### config.mk
export PLATFORM = sky130hd
export DESIGN_NAME = interrupt_register_flat
export DESIGN_NICKNAME = d
export VERILOG_FILES = /design/src/rtl/int_pkg.sv /design/src/rtl/interrupt_register_if.sv /design/src/rtl/sync_edge_detect.sv /design/src/rtl/interrupt_register.sv /design/src/flat_wrapper.sv
export SDC_FILE = /design/constraint.sdc
export NUM_CORES = 1
export LEC_CHECK = 0
export ABC_AREA = 1
export CORE_UTILIZATION = 46
export DETAILED_ROUTE_END_ITERATION = 7
export PLACE_DENSITY = 0.8
export SLEW_MARGIN = 20
export SYNTH_ARGS = -nofsm -noshare
export SYNTH_HDL_FRONTEND = slang
export SYNTH_SLANG_ARGS = --single-unit
### constraint.sdc
create_clock -name CLK -period 2.9 [get_ports CLK]
set_clock_uncertainty 0.2 [all_clocks]
set_input_delay 0.58 -clock CLK [delete_from_list [all_inputs] [get_ports CLK]]
set_output_delay 0.58 -clock CLK [all_outputs]
set_load 0.01 [all_outputs]
### src/rtl/int_pkg.sv
// Shared widths and the priority-encoder helper for the interrupt register.
package int_pkg;
  localparam int N_SRC = 4;
  localparam int ID_W  = 2;

  // Lowest set index wins; returns 0 when nothing is set.
  function automatic logic [ID_W-1:0] prio_id(input logic [N_SRC-1:0] act);
    logic [ID_W-1:0] id;
    id = '0;
    for (int i = N_SRC-1; i >= 0; i--)
      if (act[i]) id = ID_W'(i);
    return id;
  endfunction
endpackage

### src/rtl/interrupt_register_if.sv
// Software/control-unit side of the interrupt register: mask write, ack, status.
interface interrupt_register_if;
  import int_pkg::*;

  logic             Write;
  logic [N_SRC-1:0] WData;
  logic             Ack;
  logic [N_SRC-1:0] Pending;
  logic [N_SRC-1:0] Enable;
  logic             IRQ;
  logic [ID_W-1:0]  IntID;

  modport master (output Write, WData, Ack,
                  input  Pending, Enable, IRQ, IntID);
  modport slave  (input  Write, WData, Ack,
                  output Pending, Enable, IRQ, IntID);
endinterface

### src/rtl/sync_edge_detect.sv
// Two-flop synchronizer plus a history flop; rise pulses for one cycle on 0->1.
module sync_edge_detect (
  input  logic CLK,
  input  logic CLR,
  input  logic async_in,
  output logic rise
);
  logic s1, s2, prev;

  always_ff @(posedge CLK or negedge CLR) begin
    if (!CLR) begin
      s1   <= 1'b0;
      s2   <= 1'b0;
      prev <= 1'b0;
    end else begin
      s1   <= async_in;
      s2   <= s1;
      prev <= s2;
    end
  end

  assign rise = s2 & ~prev;
endmodule

### src/rtl/interrupt_register.sv
// Four-source interrupt capture: edge-latched pending bits, enable mask,
// fixed priority (source 0 highest) and ack-to-clear.
module interrupt_register
  import int_pkg::*;
(
  input  logic CLK,
  input  logic CLR,
  input  logic Sw0,
  input  logic Sw1,
  input  logic Sw2,
  input  logic Sw3,
  interrupt_register_if.slave bus
);
  logic [N_SRC-1:0] sw, rise, pending_q, enable_q, active, ack_mask;
  logic             irq;
  logic [ID_W-1:0]  int_id;

  assign sw = {Sw3, Sw2, Sw1, Sw0};

  for (genvar g = 0; g < N_SRC; g++) begin : g_src
    sync_edge_detect u_sed (
      .CLK      (CLK),
      .CLR      (CLR),
      .async_in (sw[g]),
      .rise     (rise[g])
    );
  end

  assign active = pending_q & enable_q;
  assign irq    = |active;
  assign int_id = prio_id(active);

  // Ack only ever targets the source currently presented; a no-IRQ ack is a no-op.
  always_comb begin
    ack_mask = '0;
    if (bus.Ack && irq) ack_mask[int_id] = 1'b1;
  end

  // Set has priority over clear so a fresh edge is never lost to a concurrent ack.
  always_ff @(posedge CLK or negedge CLR) begin
    if (!CLR) begin
      pending_q <= '0;
      enable_q  <= '0;
    end else begin
      pending_q <= (pending_q & ~ack_mask) | rise;
      if (bus.Write) enable_q <= bus.WData;
    end
  end

  assign bus.Pending = pending_q;
  assign bus.Enable  = enable_q;
  assign bus.IRQ     = irq;
  assign bus.IntID   = int_id;
endmodule

### src/flat_wrapper.sv
// flat-port wrapper written by rule: the top's interface ports become plain ports
module interrupt_register_flat import int_pkg::*;
  (CLK, CLR, Sw0, Sw1, Sw2, Sw3, bus_Write, bus_WData, bus_Ack, bus_Pending, bus_Enable, bus_IRQ, bus_IntID);
  interrupt_register_if bus_i ();
  input  logic CLK;
  input  logic CLR;
  input  logic Sw0;
  input  logic Sw1;
  input  logic Sw2;
  input  logic Sw3;
  input wire logic [$bits(bus_i.Write)-1:0] bus_Write;
  input wire logic [$bits(bus_i.WData)-1:0] bus_WData;
  input wire logic [$bits(bus_i.Ack)-1:0] bus_Ack;
  output wire logic [$bits(bus_i.Pending)-1:0] bus_Pending;
  output wire logic [$bits(bus_i.Enable)-1:0] bus_Enable;
  output wire logic [$bits(bus_i.IRQ)-1:0] bus_IRQ;
  output wire logic [$bits(bus_i.IntID)-1:0] bus_IntID;
  assign bus_i.Write = bus_Write;
  assign bus_i.WData = bus_WData;
  assign bus_i.Ack = bus_Ack;
  assign bus_Pending = bus_i.Pending;
  assign bus_Enable = bus_i.Enable;
  assign bus_IRQ = bus_i.IRQ;
  assign bus_IntID = bus_i.IntID;
  interrupt_register u_core (.CLK(CLK), .CLR(CLR), .Sw0(Sw0), .Sw1(Sw1), .Sw2(Sw2), .Sw3(Sw3), .bus(bus_i));
endmodule
Word level (Yosys, flattened, before mapping):

Index checks and enable logic that the tools add are counted.

* flip-flop bits (word level): 20
* input bits: 12
* output and inout port bits: 11
* logic and storage cells: 38

* magnitude comparators: 2
* muxes and demuxes: 7
* bitwise operators: 12
* reduce and logical (&&, ||, !) cells: 3

Operators by type and width (number)
* $and 4x4->4: 2
* $mux 2: 4
* $and 1x1->1: 4
* $mux 4: 1
* $not 1->1: 4
* $not 4->4: 1
* $or 4x4->4: 1
* $reduce_or 4->1: 1
* $lt 2x3->1 const B: 1
* $demux 1 s2: 1
* $ge 2x1->1 const B: 1
* $logic_and 1x1->1: 2
* $mux 1: 1

Logic depth before layout (Yosys ltp):

Gate-level depths: netlist (run 1).

* depth in word-level cells: 13
* mapped depth: 8
* gate-level depth less buffers: 8

Hierarchy:

From an unflattened synthesis (run 1), not the netlist that was laid out.

* cell total of the unflattened synthesis: 56
* area, all modules: 703.2 um^2

By module, submodules not included
* interrupt_register: times used 1, cells an instance 36, area an instance 362.8 um^2
* sync_edge_detect: times used 4, cells an instance 5, area an instance 85.1 um^2

Least setup slack after synthesis (run 1):

OpenSTA, ideal clock, no wires.

* path type: reg-to-output
* start point: reg u_core.enable_q[2] (netlist: u_core.bus.Enable[2])
* end point: out bus_IntID[0]
* arrival: 0.807 ns
* required time: 2.120 ns
* path slack: 1.313 ns
* cell stages (with the launch flop): 6
* path buffers: 0
* cells stage by stage: dfrtp_1 > nand2_1 > nand3_1 > nand2_1 > nand2_1 > inv_1

* word-level cells in the longest chain between the ends: 4

RTL lines
* start, declared: line interrupt_register.sv:14 `logic [N_SRC-1:0] sw, rise, pending_q, enable_q, active, ack_mask;`
* start signal, assigned: line interrupt_register.sv:46 `if (bus.Write) enable_q <= bus.WData;`
* $and 4x4->4: line interrupt_register.sv:29 `assign active = pending_q & enable_q;`
* $mux 2 (3 in a row): line int_pkg.sv:11 `if (act[i]) id = ID_W'(i);`
* end, declared: line flat_wrapper.sv:17 `output wire logic [$bits(bus_i.IntID)-1:0] bus_IntID;`

No other way between the ends.

Worst setup path in the final report (run 1):

* start point: reg u_core.pending_q[2] (netlist: u_core.bus.Pending[2])
* end point: out bus_IntID[0]

* word-level cells in the longest chain between the ends: 4

RTL lines
* start, declared: line interrupt_register.sv:14
* start signal, assigned: line interrupt_register.sv:45 `pending_q <= (pending_q & ~ack_mask) | rise;`
* $and 4x4->4: line interrupt_register.sv:29
* $mux 2 (3 in a row): line int_pkg.sv:11

No other way between the ends.

==> results of run 1 <==
## stage by stage
step	instances	util, %
CTS	101	71.0
detailed placement	98	69.3
finish	101	71.0
global placement	98	69.3
floorplan	60	-
global route	101	71.0
## cells in the final DEF, fill, tap and decap left out
cell / count
buf_4: 1
clkbuf_4: 3
clkdlybuf4s50_1: 22
dfrtp_1: 20
inv_1: 8
inv_2: 1
mux2_1: 2
mux2_2: 1
nand2_1: 16
nand2_2: 3
nand3_1: 3
nor2_1: 2
o21ai_0: 2
o21ai_1: 2
## metal layers
metal | global-route usage [%] | routed length, um | vias to the layer above
li1 | - | - | 236
met1 | 15.9 | 498 | 219
met2 | 27.4 | 530 | 22
met3 | 1.63 | 75 | 0
met4 | 7.50 | 0 | 0
met5 | 0 | 0 | -
## worst paths after layout
| kind | depth (start not counted) | endpoint | slack (ns) | from |
|---|---|---|---|---|
| setup / recovery | 6 | bus_IntID[0] | 0.48 | u_core.bus.Pending[2]$_DFF_PN0_ |
| setup reg to reg | 8 | u_core.bus.Pending[3]$_DFF_PN0_ | 1.68 | u_core.bus.Enable[0]$_DFFE_PN0P_ |
| min in group asynchronous | 2 | u_core.g_src[0].u_sed.s1$_DFF_PN0_ | 0.42 | CLR |
| hold / removal | 0 | u_core.g_src[1].u_sed.s2$_DFF_PN0_ | 0.16 | u_core.g_src[1].u_sed.s1$_DFF_PN0_ |
| max in group asynchronous | 2 | u_core.bus.Enable[2]$_DFFE_PN0P_ | 1.88 | CLR |
| hold reg to reg | 0 | u_core.g_src[1].u_sed.s2$_DFF_PN0_ | 0.16 | u_core.g_src[1].u_sed.s1$_DFF_PN0_ |
## kinds of logic (layout without fill, tap and decap cells)
| logic type | after synthesis | after routing | synth area share [%] |
|---|---|---|---|
| AOI/OAI and AO/OA | 4 | 4 | 2.90 |
| buffers and inverters | 9 | 35 | 4.90 |
| DFF | 20 | 20 | 72.6 |
| muxes | 3 | 3 | 4.90 |
| and+or+nand+nor | 24 | 24 | 14.7 |
## state kept, by name, summed over array words and instances (netlist names)
name                     flops
u_core.bus.Pending           4
u_core.g_src.u_sed.prev      4
u_core.g_src.u_sed.s1        4
u_core.bus.Enable            4
u_core.g_src.u_sed.s2        4
## cell type report
cell class / count / area [um^2]
sequential: 20 / 500
tap: 15 / 18.8
inverter: 9 / 33.8
fill: 103 / 392
clock buffer: 3 / 22.5
timing repair buffer: 23 / 228
multi-input combinational: 31 / 155
## power by group through the flow
| stage | clock, mW | sequential [mW] | combinational, mW |
|---|---|---|---|
| final | 0.116 | 0.319 | 0.132 |
| after global routing | 0.134 | 0.322 | 0.146 |
| after CTS | 0.126 | 0.319 | 0.134 |
| after detailed placement | 0 | 0.325 | 0.134 |
| after global placement | 0 | 0.322 | 0.129 |
| after floorplan | 0 | 0.330 | 0.0467 |
==> impl_metrics.csv, run 1 <==
group,metric,value,unit
outcome,status,"completed",
clock_network,insertion_delay,0.28,ns
routing,avgRoutedWirePerCell,10.9,um
worst_setup_path,startpoint_type,"flip-flop",
timing,period_needed,2.42,ns
pwr,sw_frac_of_total,25.3,%
logic_synthesis,synth-edff-count,0,
placement,pre_cts_ws,0.779,ns
floorplanning,start_util,51.1,%
routing,wl,1.10,mm
floorplanning,die_w,40.7,um
floorplanning,die_area,0.00166,mm^2
logic_synthesis,yosysWarnings,0,
logic_synthesis,syn_nets,72,
final_layout,drive_gt1_share,10.5,%
timing,drv_slew,0,
pwr,power-per-cell-area,591,mW/mm^2
logic_synthesis,synth_async_sr_flop_share,100,%
pwr,combPwrFrac,23.3,%
logic_synthesis,yosys.area.top_type_share,72.6,%
worst_setup_path,critPathSlowestCell,"clkdlybuf4s50_1",
logic_synthesis,synth_commonest_cells,"dfrtp_1 (20), nand2_1 (16), inv_1 (8), nand2_2 (3), nand3_1 (3)",
logic_synthesis,synth_area,689,um^2
pwr,ir_worst_vdd,374,uV
routing,drtIter0Drc,16,
pwr,clkPwrFrac,20.5,%
floorplanning,die_y,40.7,um
logic_synthesis,synth-main-ff-cell,"dfrtp_1",
placement,numPortBuffers,22,
worst_setup_path,end_kind,"output pin",
pwr,p_int,424,uW
pwr,power.share.sequential,56.2,%
worst_setup_path,required,2.12,ns
global_route,grt_pass1_wl,1.49,mm
timing,fin_hold_ws,0.158,ns
logic_synthesis,synth_cell_types,11,
logic_synthesis,syn_area_per_cell,11.5,um^2
clock_network,cts_hold_buf,0,
clock_network,cts_tree,"yes",
pwr,finalPower,567,uW
clock_network,cts-resized-gates,0,
clock_network,clk_pin_slew_worst_paths,0.09,ns
logic_synthesis,synth_seq_cells,20,
worst_setup_path,crit_buf_inv,2,
clock_network,cts_made_buffers,3,
clock_network,htree_levels,1,
final_layout,syn2layout_area_growth,39.0,%
global_route,grt_usage,14.6,%
worst_setup_path,crit_type,"reg2out",
logic_synthesis,synthTopCellsByArea,"dfrtp_1 (73%), nand2_1 (8.7%), inv_1 (4.4%)",
timing,worst_slack,0.475,ns
pwr,p_sw,143,uW
routing,drc,0,
logic_synthesis,seq_area_frac_synth,72.6,%
worst_setup_path,max_stage_delay,0.52,ns
timing,finalSetupTns,0,ns
final_layout,finalNetCount,100,
logic_synthesis,syn_inst,60,
global_route,grt_pass1_vias,384,
clock_network,clkSinkCount,20,
global_route,antenna_found_initial,0,
floorplanning,coreArea,0.00135,mm^2
routing,vias,477,
final_layout,antenna_cells,0,
run,maxCapViolations,0,
global_route,grt_start_max_net_pins,21,
timing,rsz0062_at_grt,"no",
clock_network,cts.path.max_buffers,2,
worst_setup_path,cp_top_family,"buffers and inverters",
placement,place_area,936,um^2
final_layout,postLayoutCellArea,958,um^2
timing,fmax,412,MHz
worst_hold_path,hp-class,"reg2reg",
routing,via_per_inst,4.72,
timing,relSlewSlack,83.9,%
global_route,grt-ovfl-total,0,
floorplanning,top_level_ports,23,
floorplanning,fp-row-count,13,
routing,first_pass_iters,2,
worst_setup_path,worst-endpoint-arrival,1.64,ns
clock_network,cts-root-buf,"clkbuf_4",
timing,finalSetupViolCount,0,
timing,final-hold-violation-count,0,
pwr,p_leak,0.465,nW
routing,antenna_left,0,
worst_setup_path,worst_path_most_repeated_cell,"nand2_1",
timing,fin_crit_sh,83.6,%
placement,gp_congestion,0.608,
clock_network,cts_setup_buffers,0,
timing,worstMarginPinSlew,0.241,ns
worst_setup_path,crit_chain,"nand2_1 > nand3_1 > nand2_1 > nand2_1 > inv_1 > clkdlybuf4s50_1",
placement,hpwl,878,um
worst_setup_path,crit_fanout,3,
logic_synthesis,synth.largest_area_cell,"dfrtp_1",
logic_synthesis,synth.most_common_cell,"dfrtp_1",
No activity file was read; power rests on OpenSTA's default activity.
==> run 2: changes to the inputs <==
--- a/config.mk
+++ b/config.mk
@@ -6,9 +6,9 @@
 export NUM_CORES = 1
 export LEC_CHECK = 0
 export ABC_AREA = 1
-export CORE_UTILIZATION = 46
+export CORE_UTILIZATION = 42
 export DETAILED_ROUTE_END_ITERATION = 7
-export PLACE_DENSITY = 0.8
+export PLACE_DENSITY = 0.74
 export SLEW_MARGIN = 20
 export SYNTH_ARGS = -nofsm -noshare
 export SYNTH_HDL_FRONTEND = slang
==> constraint.sdc (replaced) <==
create_clock -name CLK -period 2.3 [get_ports CLK]
set_clock_uncertainty 0.2 [all_clocks]
set_input_delay 0.46 -clock CLK [delete_from_list [all_inputs] [get_ports CLK]]
set_output_delay 0.46 -clock CLK [all_outputs]
set_load 0.01 [all_outputs]
==> run 2 against run 1 <==
Net effect: critical path depth is 1 lower; utilization decreased by 7.4 points; global-route usage decreased by 0.23 points; worst setup slack lost 0.30 ns; clock-buffer cell count unchanged; non-clock buffer count up 1; critical path type unchanged; largest power group unchanged.
==> impl_metrics.csv, run 2 (synthesized netlist as in run 1, its figures left out) <==
group,metric,value,unit
worst_hold_path,hp-class,"reg2reg",
global_route,antenna_found_initial,0,
timing,relSlewSlack,84.4,%
clock_network,clkSinkCount,20,
final_layout,finalNetCount,101,
placement,dp_cells,99,
pwr,power-per-cell-area,736,mW/mm^2
global_route,grt-ovfl-total,0,
floorplanning,top_level_ports,23,
clock_network,cts_made_buffers,3,
clock_network,cts-root-buf,"clkbuf_4",
timing,finalSetupViolCount,0,
final_layout,drive_gt1_share,11.5,%
placement,hpwl,874,um
routing,via_per_inst,4.58,
timing,fin_crit_sh,92.4,%
worst_setup_path,crit_fanout,4,
worst_setup_path,r2r_setup_slack,1.05,ns
floorplanning,die_y,42.5,um
outcome,status,"completed",
floorplanning,coreArea,0.00152,mm^2
global_route,grt_pass1_vias,450,
timing,worstMarginPinSlew,0.235,ns
clock_network,clk_pin_slew_worst_paths,0.10,ns
placement,numPortBuffers,22,
routing,drc,0,
routing,drtIter0Drc,4,
final_layout,final_cell_mix,"clkdlybuf4s50_1 (20), dfrtp_1 (20), nand2_1 (16), inv_1 (8)",
pwr,ir_worst_vdd,366,uV
clock_network,cts_hold_buf,0,
final_layout,antenna_cells,0,
routing,first_pass_iters,4,
worst_setup_path,required,1.64,ns
run,maxCapViolations,0,
global_route,grt_start_max_net_pins,21,
clock_network,insertion_delay,0.28,ns
worst_setup_path,startpoint_type,"flip-flop",
floorplanning,die_area,0.00181,mm^2
global_route,grt_usage,14.3,%
timing,finalSetupTns,0,ns
clock_network,htree_levels,1,
timing,drv_slew,0,
pwr,p_leak,0.485,nW
floorplanning,die_w,42.5,um
timing,worst_slack,0.176,ns
timing,rsz0062_at_grt,"no",
timing,fmax,471,MHz
worst_setup_path,crit_type,"reg2out",
floorplanning,start_util,45.2,%
placement,gp_congestion,0.863,
routing,vias,472,
clock_network,cts_tree,"yes",
worst_setup_path,end_kind,"output pin",
timing,fin_hold_ws,0.157,ns
pwr,finalPower,713,uW
clock_network,cts.path.max_buffers,2,
floorplanning,fp-row-count,14,
final_layout,nFillCells,118,
global_route,grt_pass1_wl,1.84,mm
final_layout,syn2layout_area_growth,40.5,%
routing,antenna_left,0,
final_layout,fin_cells,103,
timing,final-hold-violation-count,0,
routing,wl,1.08,mm
worst_setup_path,worst-endpoint-arrival,1.46,ns
timing,period_needed,2.12,ns
placement,pre_cts_ws,0.297,ns
routing,avgRoutedWirePerCell,10.5,um
-- run 2: cell types whose count changed in the layout (fill, tap and decap cells not counted) --
cell	before	now
buf_4	1	2
dlygate4sd2_1	0	1
dlymetal6s2s_1	0	1
clkdlybuf4s50_1	22	20
-- run 2: final cells by class --
class | count | area, um^2 | share of cell area (%)
sequential | 20 | 500 | 51.7
tap | 16 | 20.0 | 2.07
multi-input combinational | 31 | 155 | 16.0
timing repair buffer | 24 | 236 | 24.4
clock buffer | 3 | 22.5 | 2.33
inverter | 9 | 33.8 | 3.49
-- run 2: power breakdown --
group	total, mW	leakage, nW	switching [mW]	internal (mW)
registers	0.401	0.228	0.0198	0.382
logic	0.164	0.242	0.0742	0.0900
clock network	0.147	0.0138	0.0867	0.0608
-- run 2: repair_timing --
action / 4_1_cts / 5_1_grt
buffers inserted: 0 / 1
resized for setup: 1 / 1
setup endpoints to repair: 1 / 1
pin swaps: 0 / 0
hold endpoints to repair: 0 / 0
-- run 2: per-layer routing --
layer / wire (um) / up-vias / part of all wire [%] / global-route usage (%)
met5: 0 / - / 0 / 0
met4: 0 / 0 / 0 / 11.3
met3: 72 / 0 / 6.7 / 3.45
met2: 549 / 21 / 51 / 22.2
met1: 457 / 210 / 42 / 17.0
li1: - / 241 / - / -
-- run 2: path summary, 6_finish.rpt --
check                                                   start                                   end  depth (start not counted)
max                          u_core.bus.Enable[1]$_DFFE_PN0P_                               bus_IRQ                          5
min                        u_core.g_src[0].u_sed.s1$_DFF_PN0_    u_core.g_src[0].u_sed.s2$_DFF_PN0_                          0
max reg2reg                  u_core.bus.Enable[1]$_DFFE_PN0P_       u_core.bus.Pending[2]$_DFF_PN0_                          8
min reg2reg                u_core.g_src[0].u_sed.s1$_DFF_PN0_    u_core.g_src[0].u_sed.s2$_DFF_PN0_                          0
max in group asynchronous                                 CLR  u_core.g_src[2].u_sed.prev$_DFF_PN0_                          2
min in group asynchronous                                 CLR    u_core.g_src[1].u_sed.s1$_DFF_PN0_                          2
-- run 2: metrics by stage --
stage	utilization, %	cell area [um^2]
2_1_floorplan	-	689
3_3_place_gp	61.5	937
3_5_place_dp	61.5	937
4_1_cts	62.9	958
5_1_grt	63.5	968
6_report	63.5	968
-- run 2: worst max-delay path, cell delays in order (launching register included) --
cell	delay, ns
dfrtp_1	0.40
nand2_1	0.09
nand2_1	0.08
inv_2	0.04
nand3_1	0.05
clkdlybuf4s50_1	0.53
==> run 3: changes to the inputs <==
--- a/config.mk
+++ b/config.mk
@@ -6,10 +6,11 @@
 export NUM_CORES = 1
 export LEC_CHECK = 0
 export ABC_AREA = 1
+export CAP_MARGIN = 25
 export CORE_UTILIZATION = 42
 export DETAILED_ROUTE_END_ITERATION = 7
 export PLACE_DENSITY = 0.74
-export SLEW_MARGIN = 20
+export SLEW_MARGIN = 40
 export SYNTH_ARGS = -nofsm -noshare
 export SYNTH_HDL_FRONTEND = slang
 export SYNTH_SLANG_ARGS = --single-unit
==> results of run 3 <==
The final DEF is identical to that of run 2; final timing and power are the same.
